$ cat src/rtl/extender_pkg.sv
// Shared widths, format-select encoding and field-LSB positions for the
// decode-stage immediate extender.
package extender_pkg;

    localparam int IN_W  = 27;
    localparam int OUT_W = 32;

    typedef enum logic [1:0] {
        SEL_NONE = 2'd0,
        SEL_19   = 2'd1,
        SEL_23   = 2'd2,
        SEL_27   = 2'd3
    } sel_e;

    localparam int LSB_19 = 8;
    localparam int LSB_23 = 4;
    localparam int LSB_27 = 0;

endpackage

$ cat src/rtl/extender_comb.sv
// Combinational field select and extension of the instruction immediate.
// Build option EXTENDER_SIGN_EXT_EN switches zero-extension to sign-extension.
module extender_comb
    import extender_pkg::*;
(
    input  logic [IN_W-1:0]  inmeIn,
    input  logic [1:0]       sel,
    output logic [OUT_W-1:0] inmeExt
);

    // Every field ends at bit IN_W-1, so the raw region is parked at the top of
    // the operand and shifted down; the shift type sets the fill bits.
    function automatic logic [OUT_W-1:0] extendField(input logic [IN_W-1:0] raw,
                                                     input int unsigned lsb);
        logic signed [OUT_W-1:0] aligned;
        aligned = {raw, {(OUT_W-IN_W){1'b0}}};
`ifdef EXTENDER_SIGN_EXT_EN
        return aligned >>> (lsb + OUT_W - IN_W);
`else
        return aligned >> (lsb + OUT_W - IN_W);
`endif
    endfunction

    always_comb begin
        inmeExt = '0;
        case (sel_e'(sel))
            SEL_19:  inmeExt = extendField(inmeIn, LSB_19);
            SEL_23:  inmeExt = extendField(inmeIn, LSB_23);
            SEL_27:  inmeExt = extendField(inmeIn, LSB_27);
            default: inmeExt = '0;
        endcase
    end

endmodule

$ cat src/rtl/extender.sv
// Decode-stage immediate extender: field select/extend plus one output register.
// Build option EXTENDER_SIGN_EXT_EN selects sign-extension (see extender_comb).
module extender
    import extender_pkg::*;
(
    input  logic             clk,
    input  logic             rst,
    input  logic             en,
    input  logic [IN_W-1:0]  inmeIn,
    input  logic [1:0]       Sel,
    output logic [OUT_W-1:0] inmeOut
);

    logic [OUT_W-1:0] inmeExt;

    extender_comb uComb (
        .inmeIn  (inmeIn),
        .sel     (Sel),
        .inmeExt (inmeExt)
    );

    // Output register: reset wins over capture, en low holds.
    always_ff @(posedge clk) begin
        if (rst) begin
            inmeOut <= '0;
        end else if (en) begin
            inmeOut <= inmeExt;
        end
    end

endmodule

$ cat config.mk
export PLATFORM = sky130hd
export DESIGN_NAME = extender
export DESIGN_NICKNAME = d
export VERILOG_FILES = /design/src/rtl/extender_pkg.sv /design/src/rtl/extender_comb.sv /design/src/rtl/extender.sv
export SDC_FILE = /design/constraint.sdc
export NUM_CORES = 1
export LEC_CHECK = 0
export ABC_AREA = 1
export BUFFER_PORTS_ARGS = -buffer_cell sky130_fd_sc_hd__buf_2
export CAP_MARGIN = 10
export CORE_ASPECT_RATIO = 0.8
export CORE_MARGIN = 5
export CORE_UTILIZATION = 52
export DETAILED_ROUTE_END_ITERATION = 10
export PLACE_DENSITY = 0.92
export SLEW_MARGIN = 30
export SYNTH_ARGS = -nofsm -noshare
export SYNTH_HDL_FRONTEND = slang
export SYNTH_SLANG_ARGS = --single-unit
$ cat constraint.sdc
create_clock -name clk -period 1.9 [get_ports clk]
set_input_delay 0.57 -clock clk [delete_from_list [all_inputs] [get_ports clk]]
set_output_delay 0.57 -clock clk [all_outputs]
set_load 0.05 [all_outputs]
[Word level (Yosys, flattened, before mapping)]
Cells that the tools add are included.
Storage, ports and cells
  register bits: 32
  logic and storage cells: 5
Cells by class
  equal/unequal tests: 3
  mux-type cells: 1
Operator list (count)
  27-bit one-hot mux with 3 select lines: 1
  2-bit == test (second input constant): 2
  2-bit by 1-bit == test with 1-bit output (second input constant): 1

[Longest topological paths before layout]
Gate-level depths: netlist of the first run.
  depth in word-level cells: 2
  mapped depth: 7

[Modules after synthesis]
Synthesis of the first run repeated with hierarchy kept, for this count alone.
Unflattened totals
  cells, all modules: 321
  area total of the unflattened synthesis: 1910.6 um^2
By module, submodules not included
  extender: instances 1, cells an instance 203, area an instance 1338.8 um^2, seq. area each 640.6 um^2
  extender_comb: instances 1, cells an instance 118, area an instance 571.8 um^2, seq. area each 0.0 um^2

[Worst setup path after synthesis of the first run]
Ideal clock, no wire load.
  path kind: input -> register
  start: input port Sel[0]
  end: register inmeOut[10]
  setup time: 0.132 ns
  arrival time: 1.164 ns
  required time: 1.768 ns
  path slack: 0.604 ns
  stages on the path: 7
  cell sequence: buf_4 clkinv_2 buf_6 nand3_2 nand3_1 nand2_1 a21oi_2
Between the ends
  longest elaborated chain between the ends: 2
  elaborated cells between the ends (all ways): 4
Ends and longest elaborated chain
  from (decl): RTL line extender.sv:10  | input logic [1:0] Sel,
  2-bit == test / 2-bit by 1-bit == test with 1-bit output (equally long branches): RTL line extender_comb.sv:26  | case (sel_e'(sel))
  27-bit one-hot mux with 3 select lines (*): RTL line extender_comb.sv:26
  to (signal assigned): RTL line extender.sv:27  | inmeOut <= inmeExt;
  to (decl): RTL line extender.sv:11  | output logic [OUT_W-1:0] inmeOut
Every way passes the cells marked *; elsewhere a longest branch is shown, timed or not.
A chain may end at the register's enable or synchronous reset.

[Worst setup path in the final report of the first run]
  start: register inmeOut[11]
  end: output port inmeOut[11]
No word-level cell between the ends.

==> impl_metrics.yaml, run 1 <==
worst_setup_path:
  slowest_stage: "dfxtp_1"
  endpoint_kind: "output port"
  cp_top_family: "flip-flops"
  cp.arrival_ns: 0.88
  r2r_cells: 2
  path_depth: 1
  cpPeakStageDelay_ns: 0.35
  crit_path_start_kind: "flip-flop"
  cp_max_fo: 2
  worst-path-buf-inv: 1
  crit_required_ns: 1.33
  path_class: "reg2out"
  crit_chain: "buf_2"
sta:
  rsz0062_at_grt: "false"
  fmax_mhz: 688
  maxSlewHeadroom: 0.623
  worstMarginPinSlew_ns: 0.565
  post-route-period-util: 0.765
  hold_viol_final: 0
  drv_slew: 0
  tns_ns: 0
  timing.final.ws_setup_ns: 0.447
  setup_viol: 0
  whs_ns: 0.464
  fin_skew_ns: 0
  period_needed_ns: 1.45
yosys:
  yosys.cell_types.count: 22
  yosysTopAreaCellShare: 0.342
  synth_ff_type: "dfxtp_1"
  synth_warnings: 0
  ys_ff_latch: 27
  synth_top_cell_by_area: "dfxtp_1"
  syn_area_um2: 1580
  syn_inst: 223
  synth_edf_count: 0
  yosysSeqAreaShare: 0.342
  async_reset_ff_frac: 0
  syn_area_per_cell_um2: 7.09
  synth_area_leaders: "dfxtp_1, nand3_1, nand2_1"
floorplan:
  dieArea_um2: 4250
  io-pin-count: 64
  design.core.area_um2: 2830
  start_util: 0.559
  die_w_um: 71.6
  fp.dieH_um: 59.3
  fp-row-count: 17
global_route:
  overflow: 0
  grt_pass1_wl_um: 6790
  antenna_found_initial: 0
  grt_max_degree: 28
  grtUsageTotal: 0.196
  first_global_vias: 1479
finish:
  drive_gt1_frac: 0.335
  largest_reg_flops: 27
  reg_top3: "inmeOut (27)"
  layout.nets: 302
  diodes: 0
  top_register: "inmeOut"
  finalInstanceArea_um2: 1850
  final_util: 0.655
  syn_to_final_growth_pct: 17.3
detailed_routing:
  wl_per_cell_um: 13.3
  routed_via_density: 5.47
  drc_errors: 0
  drt_iter0_drc: 105
  firstDrtPassIters: 4
  drt_wl_total_um: 4080
  drtAntennaViolNets: 0
  via_count: 1678
place:
  portBuffers: 58
  hpwlAfterDp_um: 3030
  place_ws_ns: 0.347
  place_area_um2: 1810
  place_congestion: 0.843
clocking:
  cts.sinks: 27
  cts_tree: "built"
  clkLatencyLatePin_ns: 0.27
  post_cts_resized: 0
  cts.htree.levels: 1
  hold_buffers: 0
  path_clk_slew_ns: 0.09
  postCtsSetupRepairBufs: 0
  clock_path_buffers: 2
  cts_buffers: 3
  clock-root-buffer: "clkbuf_8"
pwr:
  powerDensity_nw_per_um2: 700
  peakVddDrop_v: 0.000467
  leakage_nw: 0.844
min_path:
  hold_path_class: "reg2reg"
  hold_path_depth: 2
outcome:
  status: "finished, final reports clean"
flow_run:
  maxCapViolCount: 0
==> final cells by class <==
cell class              count  area, µm²
inverters                   7       27.5
flip-flops and latches     27        541
fillers                   262        975
repair buffers             63        328
well taps                  38       47.5
multi-input cells         168        866
clock buffers               4       45.0
==> metal layers <==
layer	vias up	GRT usage	part of all wire
li1	844	-	-
met5	-	0	0
met2	83	0.314	0.43
met3	4	0.0678	0.11
met1	747	0.258	0.45
met4	0	0.0349	0.0069
==> cells in the final DEF (no fill, tap or decap) <==
cell type	synthesis	layout
nor2_1	3	3
nand3_1	72	72
conb_1	1	5
a22oi_1	3	3
clkinv_2	1	1
dfxtp_1	27	27
inv_1	1	1
clkinv_1	2	2
buf_4	7	5
a21oi_1	11	11
nand3_2	10	10
a31oi_1	4	4
buf_2	11	58
nor2_2	1	1
nand2_1	50	50
inv_2	3	3
a21oi_2	9	9
clkbuf_8	0	3
clkbuf_1	2	1
==> where the power goes <==
part           internal, W  switching (W)
Sequential        0.000594      0.0000127
Clock             0.000150       0.000170
Combinational     0.000100       0.000271
Total             0.000844       0.000453
==> kinds of logic (layout without fill, tap and decap cells) <==
group                  count (synthesis)  count (layout)  share of synthesized area
AND/OR/NAND/NOR                      136             136                      0.421
buffers and inverters                 32              74                      0.120
flip-flops                            27              27                      0.342
other                                  1               5                    0.00237
AO/OA/AOI/OAI                         27              27                      0.115
==> synth_stat cells (2+ instances only) <==
cell type / count
nand3_1: 72
buf_6: 2
a21oi_2: 9
inv_2: 3
buf_2: 11
dfxtp_1: 27
a31oi_1: 4
clkbuf_1: 2
a21oi_1: 11
a22oi_1: 3
nand3_2: 10
nand2_1: 50
buf_4: 7
clkinv_1: 2
nor2_1: 3
==> per-stage QoR <==
| stage | power, W | instances |
|---|---|---|
| detailed placement | 0.000989 | 303 |
| floorplan | 0.000906 | 227 |
| global route | 0.00137 | 307 |
| CTS | 0.00131 | 307 |
| finish | 0.00130 | 307 |
| global placement | 0.000984 | 303 |
==> final timing paths <==
path | start | to | slack [ns]
worst max-delay path | inmeOut[11] | inmeOut[11] | 0.45
worst min-delay path | inmeOut[9] | inmeOut[9] | 0.46
worst min register to register | inmeOut[9] | inmeOut[9] | 0.46
worst max register to register | inmeOut[23] | inmeOut[23] | 1.22
No activity file was read; power rests on OpenSTA's default activity.
==> run 2: changes to the inputs <==
--- a/config.mk
+++ b/config.mk
@@ -10,9 +10,9 @@
 export CAP_MARGIN = 10
 export CORE_ASPECT_RATIO = 0.8
 export CORE_MARGIN = 5
-export CORE_UTILIZATION = 52
+export CORE_UTILIZATION = 48
 export DETAILED_ROUTE_END_ITERATION = 10
-export PLACE_DENSITY = 0.92
+export PLACE_DENSITY = 0.87
 export SLEW_MARGIN = 30
 export SYNTH_ARGS = -nofsm -noshare
 export SYNTH_HDL_FRONTEND = slang
==> constraint.sdc (replaced) <==
create_clock -name clk -period 1.4 [get_ports clk]
set_input_delay 0.42 -clock clk [delete_from_list [all_inputs] [get_ports clk]]
set_output_delay 0.42 -clock clk [all_outputs]
set_load 0.05 [all_outputs]
==> impl_metrics.yaml, run 2 (synthesis results as in run 1) <==
clocking:
  clock_path_buffers: 2
  cts.htree.levels: 1
  hold_buffers: 0
  path_clk_slew_ns: 0.09
  cts.sinks: 27
  clock-root-buffer: "clkbuf_8"
  cts_tree: "built"
  clkLatencyLatePin_ns: 0.27
  post_cts_resized: 0
  postCtsSetupRepairBufs: 0
  cts_buffers: 3
sta:
  rsz0062_at_grt: "false"
  period_needed_ns: 1.34
  setup_viol: 0
  hold_viol_final: 0
  tns_ns: 0
  fmax_mhz: 747
  post-route-period-util: 0.956
  fin_skew_ns: 0
  drv_slew: 0
worst_setup_path:
  crit_required_ns: 0.98
  r2r_cells: 2
  r2r_end: "inmeOut[23]"
  crit_end: "inmeOut[11]"
  r2r_setup_slack_ns: 0.75
  cp.arrival_ns: 0.92
  cpPeakStageDelay_ns: 0.36
  worst-path-buf-inv: 1
  critPathLaunch: "inmeOut[11]"
  crit_chain: "buf_2"
  crit_path_start_kind: "flip-flop"
  cp_max_fo: 2
  path_depth: 1
  endpoint_kind: "output port"
  cp_top_family: "flip-flops"
  path_class: "reg2out"
  slowest_stage: "dfxtp_1"
  reg2reg_from: "inmeOut[23]"
finish:
  mostFrequentLayoutCell: "nand3_1"
  layout_common_cells: "nand3_1, buf_2, nand2_1, dfxtp_1, a21oi_1"
  instances_no_fill: 312
  top_register: "inmeOut"
  drive_gt1_frac: 0.346
  reg_top3: "inmeOut (27)"
  diodes: 0
  layout.nets: 305
  syn_to_final_growth_pct: 21.4
  largest_reg_flops: 27
outcome:
  status: "finished, final reports clean"
pwr:
  peakVddDrop_v: 0.000840
  powerDensity_nw_per_um2: 938
  leakage_nw: 0.875
detailed_routing:
  via_count: 1682
  drc_errors: 0
  routed_via_density: 5.39
  firstDrtPassIters: 5
  drt_wl_total_um: 4120
  wl_per_cell_um: 13.2
  drt_iter0_drc: 72
  drtAntennaViolNets: 0
place:
  place_congestion: 0.791
  hpwlAfterDp_um: 3020
  portBuffers: 58
  dp.cells: 308
floorplan:
  die_w_um: 74.2
  start_util: 0.505
  dieArea_um2: 4550
  fp-row-count: 18
  design.core.area_um2: 3130
  fp.dieH_um: 61.3
  io-pin-count: 64
global_route:
  grtUsageTotal: 0.189
  antenna_found_initial: 0
  grt_pass1_wl_um: 6820
  overflow: 0
  first_global_vias: 1560
  grt_max_degree: 41
min_path:
  hold_path_class: "in2reg"
flow_run:
  maxCapViolCount: 0
==> run 2: changes by cell type in the layout (fill, tap and decap cells not counted), sizes merged <==
cell,before,now
buf,63,66
clkinv,3,4
clkbuf,4,3
==> run 2: metrics by stage <==
step | cell area (µm²) | worst slack (ns) | hold slack, ns | power (W) | util
after global placement | 1870 | 0.102 | 0.450 | 0.00136 | 0.598
after global routing | 1920 | 0.0240 | 0.453 | 0.00190 | 0.613
after detailed placement | 1870 | 0.0521 | 0.453 | 0.00136 | 0.598
final | 1920 | 0.0611 | 0.441 | 0.00180 | 0.613
after CTS | 1920 | 0.0586 | 0.441 | 0.00180 | 0.613
after floorplan | 1600 | 0.254 | 0.580 | 0.00123 | -
==> run 2: worst min-delay path by stage <==
| stage | from | end | slack (ns) | cells after the start |
|---|---|---|---|---|
| floorplan | inmeIn[26] | inmeOut[26] | 0.58 | 2 |
| global placement | inmeOut[9] | inmeOut[9] | 0.45 | 2 |
| detailed placement | inmeOut[5] | inmeOut[5] | 0.45 | 2 |
| CTS | inmeIn[26] | inmeOut[26] | 0.44 | 3 |
| global route | inmeIn[26] | inmeOut[26] | 0.45 | 3 |
| finish | inmeIn[26] | inmeOut[26] | 0.44 | 3 |
==> run 2: power breakdown <==
group,switching (W),internal (W),total (W)
Combinational,0.000371,0.000153,0.000524
Sequential,0.0000184,0.000806,0.000824
Clock,0.000251,0.000200,0.000452
==> run 2: per-layer routing <==
layer | part of all wire | wire length, µm | vias up | global-route usage
li1 | - | - | 850 | -
met1 | 0.43 | 1770 | 760 | 0.237
met2 | 0.47 | 1940 | 68 | 0.327
met3 | 0.091 | 373 | 4 | 0.0620
met4 | 0.0092 | 38 | 0 | 0.0258
met5 | 0 | 0 | - | 0
==> run 2: area by class of cell <==
class	count	area (µm²)
timing repair buffer	66	388
tap	40	50.0
fill	298	1210
clock buffer	3	41.3
inverter	7	27.5
multi-input combinational	168	866
clock inverter	1	5.00
sequential	27	541
==> run 3: changes to the inputs <==
--- a/config.mk
+++ b/config.mk
@@ -10,9 +10,9 @@
 export CAP_MARGIN = 10
 export CORE_ASPECT_RATIO = 0.8
 export CORE_MARGIN = 5
-export CORE_UTILIZATION = 48
+export CORE_UTILIZATION = 43
 export DETAILED_ROUTE_END_ITERATION = 10
-export PLACE_DENSITY = 0.87
+export PLACE_DENSITY = 0.82
 export SLEW_MARGIN = 30
 export SYNTH_ARGS = -nofsm -noshare
 export SYNTH_HDL_FRONTEND = slang
==> constraint.sdc (replaced) <==
create_clock -name clk -period 1.12 [get_ports clk]
set_input_delay 0.336 -clock clk [delete_from_list [all_inputs] [get_ports clk]]
set_output_delay 0.336 -clock clk [all_outputs]
set_load 0.05 [all_outputs]
==> impl_metrics.yaml, run 3 (synthesis results as in run 1) <==
outcome:
  status: "finished, violations left"
  violations: "negative setup slack"
global_route:
  antenna_found_initial: 0
  overflow: 0
  grt_pass1_wl_um: 7660
  grtUsageTotal: 0.183
  grt_max_degree: 28
  first_global_vias: 1604
finish:
  layout.nets: 316
  drive_gt1_frac: 0.463
  finalInstanceArea_um2: 2350
  largest_reg_flops: 27
  top_register: "inmeOut"
  reg_top3: "inmeOut (27)"
  diodes: 0
  final_util: 0.672
  layout_common_cells: "nand3_1, nand2_1, buf_2, dfxtp_2, buf_8"
  syn_to_final_growth_pct: 48.6
  mostFrequentLayoutCell: "nand3_1"
floorplan:
  dieArea_um2: 4990
  fp.dieH_um: 64.2
  fp-row-count: 19
  start_util: 0.452
  die_w_um: 77.8
  io-pin-count: 64
  design.core.area_um2: 3490
flow_run:
  maxCapViolCount: 0
place:
  hpwlAfterDp_um: 3330
  place_congestion: 0.847
  place_ws_ns: -0.0371
  place_area_um2: 1970
  portBuffers: 58
worst_setup_path:
  cp_top_family: "flip-flops"
  path_class: "reg2out"
  endpoint_kind: "output port"
  worst-path-buf-inv: 1
  cp.arrival_ns: 0.79
  crit_path_start_kind: "flip-flop"
  crit_chain: "buf_8"
  crit_required_ns: 0.78
  cpPeakStageDelay_ns: 0.37
  slowest_stage: "dfxtp_2"
  cp_max_fo: 2
sta:
  fmax_mhz: 888
  hold_viol_final: 0
  rsz0062_at_grt: "true"
  setup_viol: 1
  tns_ns: -0.00654
  timing.final.ws_setup_ns: -0.00654
  period_needed_ns: 1.13
  post-route-period-util: 1.01
  drv_slew: 0
  fin_skew_ns: 0
clocking:
  cts_buffers: 3
  clock_path_buffers: 2
  cts.htree.levels: 1
  hold_buffers: 0
  cts_tree: "built"
  clkLatencyLatePin_ns: 0.27
  path_clk_slew_ns: 0.09
  cts.sinks: 27
  clock-root-buffer: "clkbuf_8"
min_path:
  hold_path_class: "in2reg"
detailed_routing:
  drtAntennaViolNets: 0
  drc_errors: 0
  wl_per_cell_um: 14.5
  drt_iter0_drc: 133
  routed_via_density: 5.38
  via_count: 1749
  drt_wl_total_um: 4710
  firstDrtPassIters: 4
pwr:
  powerDensity_nw_per_um2: 1030
  peakVddDrop_v: 0.000728
  leakage_nw: 1.01
run 3: path summary, 6_finish.rpt:
| check | endpoint | cells past startpoint | slack, ns | start |
|---|---|---|---|---|
| worst max-delay path | inmeOut[7] | 1 | -0.007 | inmeOut[7] |
| worst max register to register | inmeOut[19] | 3 | 0.38 | inmeOut[19] |
| worst min-delay path | inmeOut[26] | 3 | 0.34 | inmeIn[26] |
| worst min register to register | inmeOut[0] | 2 | 0.48 | inmeOut[0] |
run 3: layer usage:
layer | up-vias | share of wire | track usage
met1 | 804 | 0.43 | 0.249
met5 | - | 0 | 0
li1 | 868 | - | -
met3 | 5 | 0.087 | 0.0534
met2 | 72 | 0.48 | 0.293
met4 | 0 | 0.0047 | 0.0258
run 3: through the flow:
step	hold slack, ns	total power, W	instances
after CTS	0.338	0.00240	321
after global routing	0.357	0.00254	325
after floorplan	0.496	0.00154	227
final	0.345	0.00242	325
after global placement	0.448	0.00174	316
after detailed placement	0.451	0.00175	316
run 3: tightest hold or removal path, stage by stage:
cell and delay, ns:
buf_2 0.12, nand3_1 0.08, a21oi_1 0.05
run 3: repair_timing:
action                     in CTS  in global routing
buffers inserted                1                  4
hold endpoints to repair        0                  0
setup endpoints to repair      27                 27
resized for setup              89                 17
run 3: final cells by class:
| cell class | instances | area [µm²] |
|---|---|---|
| timing repair buffer | 77 | 783 |
| fill | 321 | 1150 |
| tap | 42 | 52.6 |
| clock buffer | 4 | 45.0 |
| sequential | 27 | 574 |
| multi-input combinational | 168 | 866 |
| inverter | 7 | 27.5 |
run 3: report_power, final:
group / switching, W / internal, W / leakage (nW)
clock: 0.000307 / 0.000255 / 0.0228
sequential: 0.0000421 / 0.00102 / 0.232
combinational: 0.000480 / 0.000322 / 0.753
total: 0.000829 / 0.00159 / 1.01
